<file path="src/rtl/uart_pkg.sv">
// Shared types and constants for the UART core: parity modes, FSM state encodings,
// oversampling constants and the parity-bit helper.
package uart_pkg;

  typedef enum logic [1:0] {
    PAR_NONE = 2'd0,
    PAR_EVEN = 2'd1,
    PAR_ODD  = 2'd2
  } parity_e;

  typedef enum logic [2:0] {
    TxIdle,
    TxStart,
    TxData,
    TxParity,
    TxStop
  } tx_state_e;

  typedef enum logic [2:0] {
    RxIdle,
    RxStart,
    RxData,
    RxParity,
    RxStop
  } rx_state_e;

  localparam int unsigned OVERSAMPLE   = 16;
  localparam int unsigned SAMPLE_POINT = 8;

  // Parity bit that completes the frame, given the XOR of the data bits.
  function automatic logic parity_bit(input logic xor_data, input parity_e par);
    return (par == PAR_ODD) ? ~xor_data : xor_data;
  endfunction

endpackage

</file>
<file path="src/rtl/uart_baud_gen.sv">
// Free-running 16x oversample tick generator; ticks once every baud_div_i+1 clocks and
// reloads the divider at each wrap so a new rate takes effect on the next period.
module uart_baud_gen #(
  parameter int unsigned DIV_W = 16
) (
  input  logic             clk,
  input  logic             rst,
  input  logic [DIV_W-1:0] baud_div_i,
  output logic             tick_o
);

  logic [DIV_W-1:0] cnt_q, cnt_d;

  assign tick_o = (cnt_q == '0);
  assign cnt_d  = tick_o ? baud_div_i : cnt_q - DIV_W'(1);

  always_ff @(posedge clk or posedge rst) begin
    if (rst) begin
      cnt_q <= '0;
    end else begin
      cnt_q <= cnt_d;
    end
  end

endmodule

</file>
<file path="src/rtl/uart_core.sv">
// Full-duplex UART with independent TX and RX FSMs sharing one 16x tick generator.
// Parity support is compiled in only when UART_PARITY_EN is defined.
module uart_core
  import uart_pkg::*;
#(
  parameter int unsigned DATA_BITS = 8,
  parameter int unsigned STOP_BITS = 1,
  parameter parity_e     PARITY    = PAR_NONE,
  parameter int unsigned DIV_W     = 16
) (
  input  logic                 clk,
  input  logic                 rst,
  input  logic [DIV_W-1:0]     baud_div_i,
  input  logic [DATA_BITS-1:0] tx_data_i,
  input  logic                 tx_valid_i,
  output logic                 tx_ready_o,
  output logic                 uart_tx_o,
  output logic                 tx_done_o,
  input  logic                 uart_rx_i,
  output logic [DATA_BITS-1:0] rx_data_o,
  output logic                 rx_valid_o,
  output logic                 rx_frame_err_o,
  output logic                 rx_parity_err_o
);

  localparam int unsigned    BcW      = $clog2(DATA_BITS);
  localparam logic [BcW-1:0] BitLast  = BcW'(DATA_BITS - 1);
  localparam logic [BcW-1:0] StopLast = BcW'(STOP_BITS - 1);
  localparam logic [3:0]     TickLast = 4'(OVERSAMPLE - 1);
  localparam logic [3:0]     TickMid  = 4'(SAMPLE_POINT - 1);

  if (DATA_BITS < 5 || DATA_BITS > 9) begin : g_bad_data_bits
    $error("uart_core: DATA_BITS must be 5..9");
  end
  if (STOP_BITS < 1 || STOP_BITS > 2) begin : g_bad_stop_bits
    $error("uart_core: STOP_BITS must be 1 or 2");
  end
  if (PARITY != PAR_NONE && PARITY != PAR_EVEN && PARITY != PAR_ODD) begin : g_bad_parity
    $error("uart_core: illegal PARITY");
  end

  logic tick;

  uart_baud_gen #(
    .DIV_W(DIV_W)
  ) u_baud_gen (
    .clk       (clk),
    .rst       (rst),
    .baud_div_i(baud_div_i),
    .tick_o    (tick)
  );

  // ---------------- Transmitter ----------------
  tx_state_e            tx_state_q, tx_state_d;
  logic [3:0]           tx_tcnt_q, tx_tcnt_d;
  logic [BcW-1:0]       tx_bcnt_q, tx_bcnt_d;
  logic [DATA_BITS-1:0] tx_shreg_q, tx_shreg_d;
  logic                 tx_line_q, tx_line_d;
  logic                 tx_started_q, tx_started_d;
  logic                 tx_par_q;
  logic                 tx_bit_end;

  // ---------------- Receiver ----------------
  rx_state_e            rx_state_q, rx_state_d;
  logic [3:0]           rx_tcnt_q, rx_tcnt_d;
  logic [BcW-1:0]       rx_bcnt_q, rx_bcnt_d;
  logic [DATA_BITS-1:0] rx_shreg_q, rx_shreg_d;
  logic [DATA_BITS-1:0] rx_data_q, rx_data_d;
  logic                 rx_valid_q, rx_valid_d;
  logic                 rx_ferr_q, rx_ferr_d;
  logic                 rx_meta_q, rx_sync_q, rx_prev_q;
  logic                 rx_fall, rx_bit_end;

`ifdef UART_PARITY_EN
  localparam bit HasParity = (PARITY != PAR_NONE);
  logic rx_par_q, rx_perr_q;

  always_ff @(posedge clk or posedge rst) begin
    if (rst) begin
      tx_par_q  <= 1'b0;
      rx_par_q  <= 1'b0;
      rx_perr_q <= 1'b0;
    end else begin
      if (tx_state_q == TxIdle && tx_valid_i) begin
        tx_par_q <= parity_bit(^tx_data_i, PARITY);
      end
      if (rx_state_q == RxParity && rx_bit_end) begin
        rx_par_q <= rx_sync_q;
      end
      if (rx_state_q == RxStop && rx_bit_end) begin
        rx_perr_q <= HasParity && (rx_par_q != parity_bit(^rx_shreg_q, PARITY));
      end
    end
  end

  assign rx_parity_err_o = rx_perr_q;
`else
  localparam bit HasParity = 1'b0;
  assign tx_par_q        = 1'b0;
  assign rx_parity_err_o = 1'b0;
`endif

  assign tx_bit_end = tick && (tx_tcnt_q == TickLast);

  always_comb begin
    tx_state_d   = tx_state_q;
    tx_tcnt_d    = tx_tcnt_q;
    tx_bcnt_d    = tx_bcnt_q;
    tx_shreg_d   = tx_shreg_q;
    tx_line_d    = tx_line_q;
    tx_started_d = tx_started_q;
    tx_done_o    = 1'b0;
    if (tx_started_q && tick && !tx_bit_end) begin
      tx_tcnt_d = tx_tcnt_q + 4'd1;
    end
    unique case (tx_state_q)
      TxIdle: begin
        if (tx_valid_i) begin
          tx_shreg_d = tx_data_i;
          tx_tcnt_d  = '0;
          tx_state_d = TxStart;
        end
      end
      TxStart: begin
        // Accepted words wait for the next tick so every bit spans exactly 16 ticks.
        if (tick && !tx_started_q) begin
          tx_line_d    = 1'b0;
          tx_started_d = 1'b1;
        end else if (tx_bit_end) begin
          tx_line_d  = tx_shreg_q[0];
          tx_shreg_d = tx_shreg_q >> 1;
          tx_bcnt_d  = '0;
          tx_tcnt_d  = '0;
          tx_state_d = TxData;
        end
      end
      TxData: begin
        if (tx_bit_end) begin
          tx_tcnt_d = '0;
          if (tx_bcnt_q == BitLast) begin
            tx_bcnt_d = '0;
            if (HasParity) begin
              tx_line_d  = tx_par_q;
              tx_state_d = TxParity;
            end else begin
              tx_line_d  = 1'b1;
              tx_state_d = TxStop;
            end
          end else begin
            tx_line_d  = tx_shreg_q[0];
            tx_shreg_d = tx_shreg_q >> 1;
            tx_bcnt_d  = tx_bcnt_q + BcW'(1);
          end
        end
      end
      TxParity: begin
        if (tx_bit_end) begin
          tx_line_d  = 1'b1;
          tx_tcnt_d  = '0;
          tx_state_d = TxStop;
        end
      end
      TxStop: begin
        if (tx_bit_end) begin
          tx_tcnt_d = '0;
          if (tx_bcnt_q == StopLast) begin
            tx_done_o    = 1'b1;
            tx_started_d = 1'b0;
            tx_state_d   = TxIdle;
          end else begin
            tx_bcnt_d = tx_bcnt_q + BcW'(1);
          end
        end
      end
      default: tx_state_d = TxIdle;
    endcase
  end

  always_ff @(posedge clk or posedge rst) begin
    if (rst) begin
      tx_state_q   <= TxIdle;
      tx_tcnt_q    <= '0;
      tx_bcnt_q    <= '0;
      tx_shreg_q   <= '0;
      tx_line_q    <= 1'b1;
      tx_started_q <= 1'b0;
    end else begin
      tx_state_q   <= tx_state_d;
      tx_tcnt_q    <= tx_tcnt_d;
      tx_bcnt_q    <= tx_bcnt_d;
      tx_shreg_q   <= tx_shreg_d;
      tx_line_q    <= tx_line_d;
      tx_started_q <= tx_started_d;
    end
  end

  assign tx_ready_o = (tx_state_q == TxIdle);
  assign uart_tx_o  = tx_line_q;

  assign rx_fall    = rx_prev_q && !rx_sync_q;
  assign rx_bit_end = tick && (rx_tcnt_q == TickLast);

  always_comb begin
    rx_state_d = rx_state_q;
    rx_tcnt_d  = rx_tcnt_q;
    rx_bcnt_d  = rx_bcnt_q;
    rx_shreg_d = rx_shreg_q;
    rx_data_d  = rx_data_q;
    rx_ferr_d  = rx_ferr_q;
    rx_valid_d = 1'b0;
    if (rx_state_q != RxIdle && tick) begin
      rx_tcnt_d = rx_tcnt_q + 4'd1;
    end
    unique case (rx_state_q)
      RxIdle: begin
        if (rx_fall) begin
          rx_tcnt_d  = '0;
          rx_state_d = RxStart;
        end
      end
      RxStart: begin
        // Mid-start check; from here each full 16-tick period lands mid-bit.
        if (tick && rx_tcnt_q == TickMid) begin
          rx_tcnt_d  = '0;
          rx_bcnt_d  = '0;
          rx_state_d = rx_sync_q ? RxIdle : RxData;
        end
      end
      RxData: begin
        if (rx_bit_end) begin
          rx_tcnt_d  = '0;
          rx_shreg_d = {rx_sync_q, rx_shreg_q[DATA_BITS-1:1]};
          if (rx_bcnt_q == BitLast) begin
            rx_state_d = HasParity ? RxParity : RxStop;
          end else begin
            rx_bcnt_d = rx_bcnt_q + BcW'(1);
          end
        end
      end
      RxParity: begin
        if (rx_bit_end) begin
          rx_tcnt_d  = '0;
          rx_state_d = RxStop;
        end
      end
      RxStop: begin
        if (rx_bit_end) begin
          rx_tcnt_d  = '0;
          rx_data_d  = rx_shreg_q;
          rx_ferr_d  = !rx_sync_q;
          rx_valid_d = 1'b1;
          rx_state_d = RxIdle;
        end
      end
      default: rx_state_d = RxIdle;
    endcase
  end

  always_ff @(posedge clk or posedge rst) begin
    if (rst) begin
      rx_meta_q  <= 1'b1;
      rx_sync_q  <= 1'b1;
      rx_prev_q  <= 1'b1;
      rx_state_q <= RxIdle;
      rx_tcnt_q  <= '0;
      rx_bcnt_q  <= '0;
      rx_shreg_q <= '0;
      rx_data_q  <= '0;
      rx_valid_q <= 1'b0;
      rx_ferr_q  <= 1'b0;
    end else begin
      rx_meta_q  <= uart_rx_i;
      rx_sync_q  <= rx_meta_q;
      rx_prev_q  <= rx_sync_q;
      rx_state_q <= rx_state_d;
      rx_tcnt_q  <= rx_tcnt_d;
      rx_bcnt_q  <= rx_bcnt_d;
      rx_shreg_q <= rx_shreg_d;
      rx_data_q  <= rx_data_d;
      rx_valid_q <= rx_valid_d;
      rx_ferr_q  <= rx_ferr_d;
    end
  end

  assign rx_data_o      = rx_data_q;
  assign rx_valid_o     = rx_valid_q;
  assign rx_frame_err_o = rx_ferr_q;

endmodule

</file>
<file path="config.mk">
export PLATFORM = sky130hd
export DESIGN_NAME = uart_core
export DESIGN_NICKNAME = d
export VERILOG_FILES = /design/src/rtl/uart_pkg.sv /design/src/rtl/uart_baud_gen.sv /design/src/rtl/uart_core.sv
export SDC_FILE = /design/constraint.sdc
export NUM_CORES = 1
export LEC_CHECK = 0
export ABC_AREA = 0
export CORE_MARGIN = 1.5
export CORE_UTILIZATION = 60
export DETAILED_ROUTE_END_ITERATION = 7
export PLACE_DENSITY = 0.85
export SLEW_MARGIN = 20
export SYNTH_ARGS = -nofsm -noshare
export SYNTH_HDL_FRONTEND = slang
export SYNTH_HIERARCHICAL = 1
export SYNTH_SLANG_ARGS = --single-unit
</file>
<file path="constraint.sdc">
create_clock -name clk -period 5.85 [get_ports clk]
set_input_delay 1.17 -clock clk [delete_from_list [all_inputs] [get_ports clk]]
set_output_delay 1.17 -clock clk [all_outputs]
set_load 0.01 [all_outputs]
</file>
==> results.txt, run 1 <==
combinational power share: 0.165
Port Buffer Count: 40
post-CTS setup buffer count: 0
via count: 2413
Worst Tran Pin Value: 0.871 ns
Max-slew headroom: 0.419
Std-Cell Rows: 27
Crit-path slowest cell: or4_4
sequential power share: 0.508
DP HPWL: 4.20 mm
htree depth: 3
Yosys cell types: 55
hold buffers post-CTS: 0
Max Cap Viol: 0
RD Place Congestion: 0.868
number of flops mapped to enable cells by yosys: 0
nets: 381
DR pass1 iterations: 4
top cell type's share of synthesized area: 0.469
Final Max Tran Viols: 0
first-pass GRT wire length: 10.7 mm
crit-path cells: or4_4 -> or4_1 -> nor2_1 -> buf_4 -> and4_1 -> nand2_1 -> nor2_1 -> clkdlybuf4s50_1
Detail Route Antenna Nets: 0
largest family of logic cells by synthesized area: simple AND/OR/NAND/NOR gates
largest net degree at the start of global routing: 52
switching fraction of total power: 0.306
Filler cells: 410
simple-gate share of the synthesized area: 0.154
clock share of power: 0.327
mean post-synth cell area: 11.0 um^2
Crit path arrival time: 3.22 ns
Fmax: 228 MHz
wire per inst: 14.8 um
Crit Path Class: reg2out
critical path data required time: 4.68 ns
Cell Pwr Density: 297 nW/um^2
CORE AREA: 5440 um^2
crit path max fanout: 14
Reg clk slew, reported paths: 0.08 ns
Die H: 77.8 um
endpoints failing hold: 0
CP endpoint kind: primary output
Primary FF master, synth: dfrtp_1
Yosys Warn Count: 6
final setup vio count: 0
Post-Synthesis Cells: 306
share of cells above drive strength 1: 0.178
RSZ-0062 raised after global routing: no
gr usage total: 0.229
post-synthesis xor/xnor area fraction: 0.0469
fin crit period: 4.39 ns
Placed Instance Area: 3780 um^2
Yosys reg bits: 67
CTS buffer count: 9
Hold Path Class: reg2reg
final WL: 6.23 mm
initial DRC count: 106
post-synthesis mux area share: 0.129
vias in the first global route: 2379
DR DRC count: 0
sequential fraction of the synthesis area: 0.501
Net Sw Power: 361 uW
Pleak: 0.00177 uW
Antenna diodes: 0
post-synth top area cell: dfrtp_1
Synth Area in Adders: 0.0335
Internal Power: 820 uW
most used cell, CP: nor2_1
setup skew after layout: 0.00879 ns
Async S/R FF share, synth: 1.00
syn_nets: 343
startpoint types: flop
Initial Utilization: 0.617
post-synthesis compound-gate area fraction: 0.102
clk sink count: 67
vias per cell: 5.73
grt ovf: 0
hold slack final: 0.365 ns
Finished Core Util: 0.732
status: finished clean
die span in x: 77.8 um
post_cts resized: 0
die area: 6060 um^2
CTS tree: built
area delta synth->final: 18.6%
maximum clock path buffer count: 2
period utilization: 0.750
worst vdd ir: 0.224 mV
initial antenna violation count: 0
# IOs: 42
setup total negative slack: 0 ns
synthesized area: 3360 um^2
CP max stage delay: 0.58 ns
Clk Latency, worst-skew pair: 0.36 ns
fin area: 3980 um^2
CTS Root Buffer Type: clkbuf_8
ranking of synthesized cells by area: dfrtp_1 (47%), mux2_2 (12%), nor2_1 (4.7%), ha_1 (3.4%), dfstp_2 (3.1%)
## layout by cell type (no fill, tap or decap), types with 3 or more instances in the layout
cell             instances
nand2_1                  9
xor2_1                   8
nor2b_1                  3
a21oi_1                 18
xnor2_1                 10
nor2_1                  42
nand3b_1                 3
nor3b_1                  4
mux2i_1                  4
nand4_1                  5
or3_1                    3
or4_1                    3
dfrtp_1                 63
clkbuf_8                 9
nor4_1                   3
o31ai_1                  4
o21ai_0                 11
dfstp_2                  4
inv_1                    9
inv_8                    5
clkdlybuf4s50_1         40
mux2_2                  35
nor3_1                   4
nand2b_1                 4
ha_1                     9
## critical path, delay by kind of cell (launching register included)
| family | cells | cell delay, ns |
|---|---|---|
| and+or+nand+nor | 6 | 1.73 |
| buffers and inverters | 2 | 0.72 |
| DFF | 1 | 0.41 |
## power groups by stage
stage / Sequential (uW) / Combinational [uW] / Clock, uW
finish: 600 / 195 / 387
global route: 612 / 219 / 413
CTS: 599 / 197 / 396
detailed placement: 607 / 195 / 0
global placement: 602 / 186 / 0
floorplan: 589 / 155 / 0
## registers in the layout (all words and copies together), names as in the netlist, 3 cells and up
signal,cells
u_baud_gen/cnt_q,16
rx_data_o,8
rx_shreg_q,8
tx_shreg_q,8
rx_tcnt_q,4
tx_tcnt_q,4
rx_bcnt_q,3
rx_state_q,3
tx_bcnt_q,3
tx_state_q,3
## cell type report
class | instances | area, um^2 | share of cell area
Tap cell | 72 | 90.1 | 0.0226
Clock buffer | 9 | 124 | 0.0311
Sequential cell | 67 | 1680 | 0.422
Inverter | 10 | 38.8 | 0.00974
Clock inverter | 7 | 73.8 | 0.0185
Multi-Input combinational cell | 215 | 1570 | 0.394
Timing Repair Buffer | 41 | 408 | 0.102
## worst paths after layout
check,start,endpoint,slack [ns],depth (start not counted)
worst min-delay path,rx_meta_q,rx_sync_q,0.36,0
max in group asynchronous,rst,rx_valid_o,4.02,2
worst max register to register,u_baud_gen/cnt_q[8],tx_shreg_q[6],2.58,7
min in group asynchronous,rst,u_baud_gen/cnt_q[13],1.25,2
worst max-delay path,u_baud_gen/cnt_q[8],tx_done_o,1.46,8
worst min register to register,rx_meta_q,rx_sync_q,0.36,0
## synth_stat cells, types with 5 or more instances
| cell | number |
|---|---|
| dfrtp_1 | 63 |
| nor2_1 | 42 |
| mux2_2 | 35 |
| a21oi_1 | 18 |
| o21ai_0 | 11 |
| inv_1 | 10 |
| xnor2_1 | 10 |
| ha_1 | 9 |
| nand2_1 | 9 |
| clkbuf_1 | 8 |
| xor2_1 | 8 |
| nand4_1 | 5 |
## routing by layer
layer	vias up	global-route usage	wire [um]
li1	1162	-	-
met2	61	0.370	3120
met1	1173	0.286	2730
met3	17	0.0635	246
met5	-	0	0
met4	0	0.100	133
## cell families (layout without fill, tap and decap cells)
group / Yosys count / count (layout)
fa+ha+maj: 9 / 9
other cells: 1 / 1
flops: 67 / 67
xor+xnor: 18 / 18
simple gates: 97 / 97
buf+inv: 24 / 67
mux: 39 / 39
compound gates: 51 / 51
## through the flow
stage,setup slack [ns],total power (uW),instances
finish,1.46,1180,421
global route,1.27,1240,421
CTS,1.45,1190,421
detailed placement,1.88,802,405
global placement,1.93,789,405
floorplan,2.40,744,306
Power figures use the tool's default switching activity.
==> inputs of run 2 (changes only) <==
- CORE_UTILIZATION: 60 -> 50
- PLACE_DENSITY: 0.85 -> 0.76
- clock period: 5.85 -> 3.85 ns (I/O delays scaled with it)
==> results.txt, run 2 (same netlist as run 1, synthesis figures left out) <==
crit path max fanout: 6 (was 14)
startpoint types: flop (unchanged)
setup total negative slack: 0 ns (unchanged)
die area: 7220 um^2 (was 6060 um^2)
DP HPWL: 4.49 mm (was 4.20 mm)
Antenna diodes: 0 (unchanged)
Clk Latency, worst-skew pair: 0.35 ns (was 0.36 ns)
status: finished, violations left (was finished clean)
final WL: 6.45 mm (was 6.23 mm)
Worst Tran Pin Value: 0.863 ns (was 0.871 ns)
hold depth: 0 (unchanged)
commonest non-fill, non-tap cells in the layout: dfrtp_1 (63), nor2_1 (41), clkdlybuf4s50_1 (39) (was dfrtp_1 (63), nor2_1 (42), clkdlybuf4s50_1 (40))
Initial Utilization: 0.523 (was 0.617)
largest net degree at the start of global routing: 52 (unchanged)
Detail Route Antenna Nets: 0 (unchanged)
commonest non-fill, non-tap cell in the layout: dfrtp_1 (unchanged)
max reg flops: 16 (unchanged)
crit-path cells: or4_4 -> or4_4 -> nor2_2 -> and4_4 -> nand2_1 -> nor2_1 -> dlymetal6s2s_1 (was or4_4 -> or4_1 -> nor2_1 -> buf_4 -> and4_1 -> nand2_1 -> nor2_1 -> clkdlybuf4s50_1)
Placed Instance Area: 3790 um^2 (was 3780 um^2)
critical path data required time: 3.08 ns (was 4.68 ns)
hold slack final: 0.363 ns (was 0.365 ns)
total power: 1830 uW (was 1180 uW)
Top reg by flops: u_baud_gen/cnt_q (unchanged)
reg2reg path depth: 7 (unchanged)
DR DRC count: 6 (was 0)
Pleak: 0.00180 uW (was 0.00177 uW)
vias in the first global route: 2409 (was 2379)
Cells after DPL: 410 (was 405)
Die H: 85.0 um (was 77.8 um)
Crit-path slowest cell: or4_4 (unchanged)
vias per cell: 5.59 (was 5.73)
die span in x: 85.0 um (was 77.8 um)
Filler cells: 527 (was 410)
nets: 381 (unchanged)
endpoints failing hold: 0 (unchanged)
initial DRC count: 155 (was 106)
grt ovf: 0 (unchanged)
RD Place Congestion: 0.818 (was 0.868)
Fmax: 295 MHz
most used cell, CP: or4_4 (was nor2_1)
CTS Root Buffer Type: clkbuf_8 (unchanged)
Max-slew headroom: 0.424 (was 0.419)
worst vdd ir: 0.302 mV (was 0.224 mV)
CTS tree: built (unchanged)
via count: 2380 (was 2413)
DR pass1 iterations: 6 (was 4)
gr usage total: 0.193 (was 0.229)
Crit path arrival time: 2.62 ns (was 3.22 ns)
clk sink count: 67 (unchanged)
htree depth: 3 (unchanged)
CORE AREA: 6420 um^2 (was 5440 um^2)
Final Max Tran Viols: 0 (unchanged)
CP endpoint kind: primary output (unchanged)
first-pass GRT wire length: 11.0 mm (was 10.7 mm)
RSZ-0062 raised after global routing: no (unchanged)
area delta synth->final: 19.6% (was 18.6%)
Final Non-Filler Cells: 426 (was 421)
setup skew after layout: 0.00975 ns (was 0.00879 ns)
Hold Path Class: reg2reg (unchanged)
Max Cap Viol: 0 (unchanged)
initial antenna violation count: 0 (unchanged)
Std-Cell Rows: 29 (was 27)
wire per inst: 15.1 um (was 14.8 um)
period utilization: 0.881
failing checks: design-rule violations
Reg clk slew, reported paths: 0.08 ns (about the same)
CP max stage delay: 0.59 ns (was 0.58 ns)
final setup vio count: 0 (unchanged)
fin crit period: 3.39 ns
Cell Pwr Density: 457 nW/um^2 (was 297 nW/um^2)
# IOs: 42 (unchanged)
Port Buffer Count: 40 (unchanged)
maximum clock path buffer count: 2 (unchanged)
Crit Path Class: reg2out (unchanged)
share of cells above drive strength 1: 0.186 (was 0.178)
fin area: 4020 um^2 (was 3980 um^2)
CTS buffer count: 9 (unchanged)
[run 2: changes by cell type in the layout (fill, tap and decap cells not counted), sizes merged]
| cell | change |
|---|---|
| bufinv | +1 |
| clkbuf | +2 |
| clkdlybuf4s50 | -1 |
| clkinv | +2 |
| clkinvlp | +1 |
| dlymetal6s2s | +1 |
| inv | -6 |
[run 2: report_power, final]
| group | total (uW) | switching (uW) | internal [uW] | leakage [uW] |
|---|---|---|---|---|
| combinational | 298 | 122 | 176 | 0.000831 |
| sequential | 915 | 103 | 811 | 0.000859 |
| clock | 622 | 285 | 337 | 0.000106 |
[run 2: layout make-up]
| class | instances | area (um^2) | share of cell area |
|---|---|---|---|
| clock buffer | 11 | 151 | 0.0377 |
| clock inverter | 5 | 60.1 | 0.0150 |
| inverter | 10 | 38.8 | 0.00966 |
| multi-input combinational | 215 | 1580 | 0.393 |
| sequential | 67 | 1680 | 0.419 |
| tap | 77 | 96.3 | 0.0240 |
| timing repair buffer | 41 | 410 | 0.102 |
[run 2: final timing paths]
| kind | from | endpoint | slack [ns] |
|---|---|---|---|
| max | u_baud_gen/cnt_q[8] | tx_done_o | 0.46 |
| min | rx_meta_q | rx_sync_q | 0.36 |
| max reg2reg | u_baud_gen/cnt_q[8] | tx_shreg_q[4] | 0.53 |
| min reg2reg | rx_meta_q | rx_sync_q | 0.36 |
| max in group asynchronous | rst | tx_shreg_q[4] | 2.41 |
| min in group asynchronous | rst | u_baud_gen/cnt_q[3] | 0.86 |
[run 2: through the flow]
| step | setup slack (ns) | utilization |
|---|---|---|
| 3_3_place_gp | 0.408 | 0.590 |
| 4_1_cts | 0.0306 | 0.624 |
| 5_1_grt | 0.357 | 0.625 |
| 2_1_floorplan | 0.755 | - |
| 3_5_place_dp | 0.308 | 0.590 |
| 6_report | 0.458 | 0.625 |
[run 2: worst max-delay path, delay by kind of cell (launching register included)]
family / cells / cell delay, ns
and+or+nand+nor: 6 / 1.68
DFF: 1 / 0.42
buffers and inverters: 1 / 0.18
[run 2: layer usage]
metal,wire [um],track usage
met2,3110,0.311
met5,0,0
met1,2920,0.244
met3,303,0.0681
met4,117,0.0611
[run 2: what timing repair did]
| action | CTS | global route |
|---|---|---|
| gates resized for setup | 3 | 2 |
| endpoints found under the setup margin | 1 | 1 |
| cloned | 0 | 0 |
| endpoints found under the hold margin | 0 | 0 |
| buffers inserted | 0 | 0 |
| hold buffers | 0 | 0 |
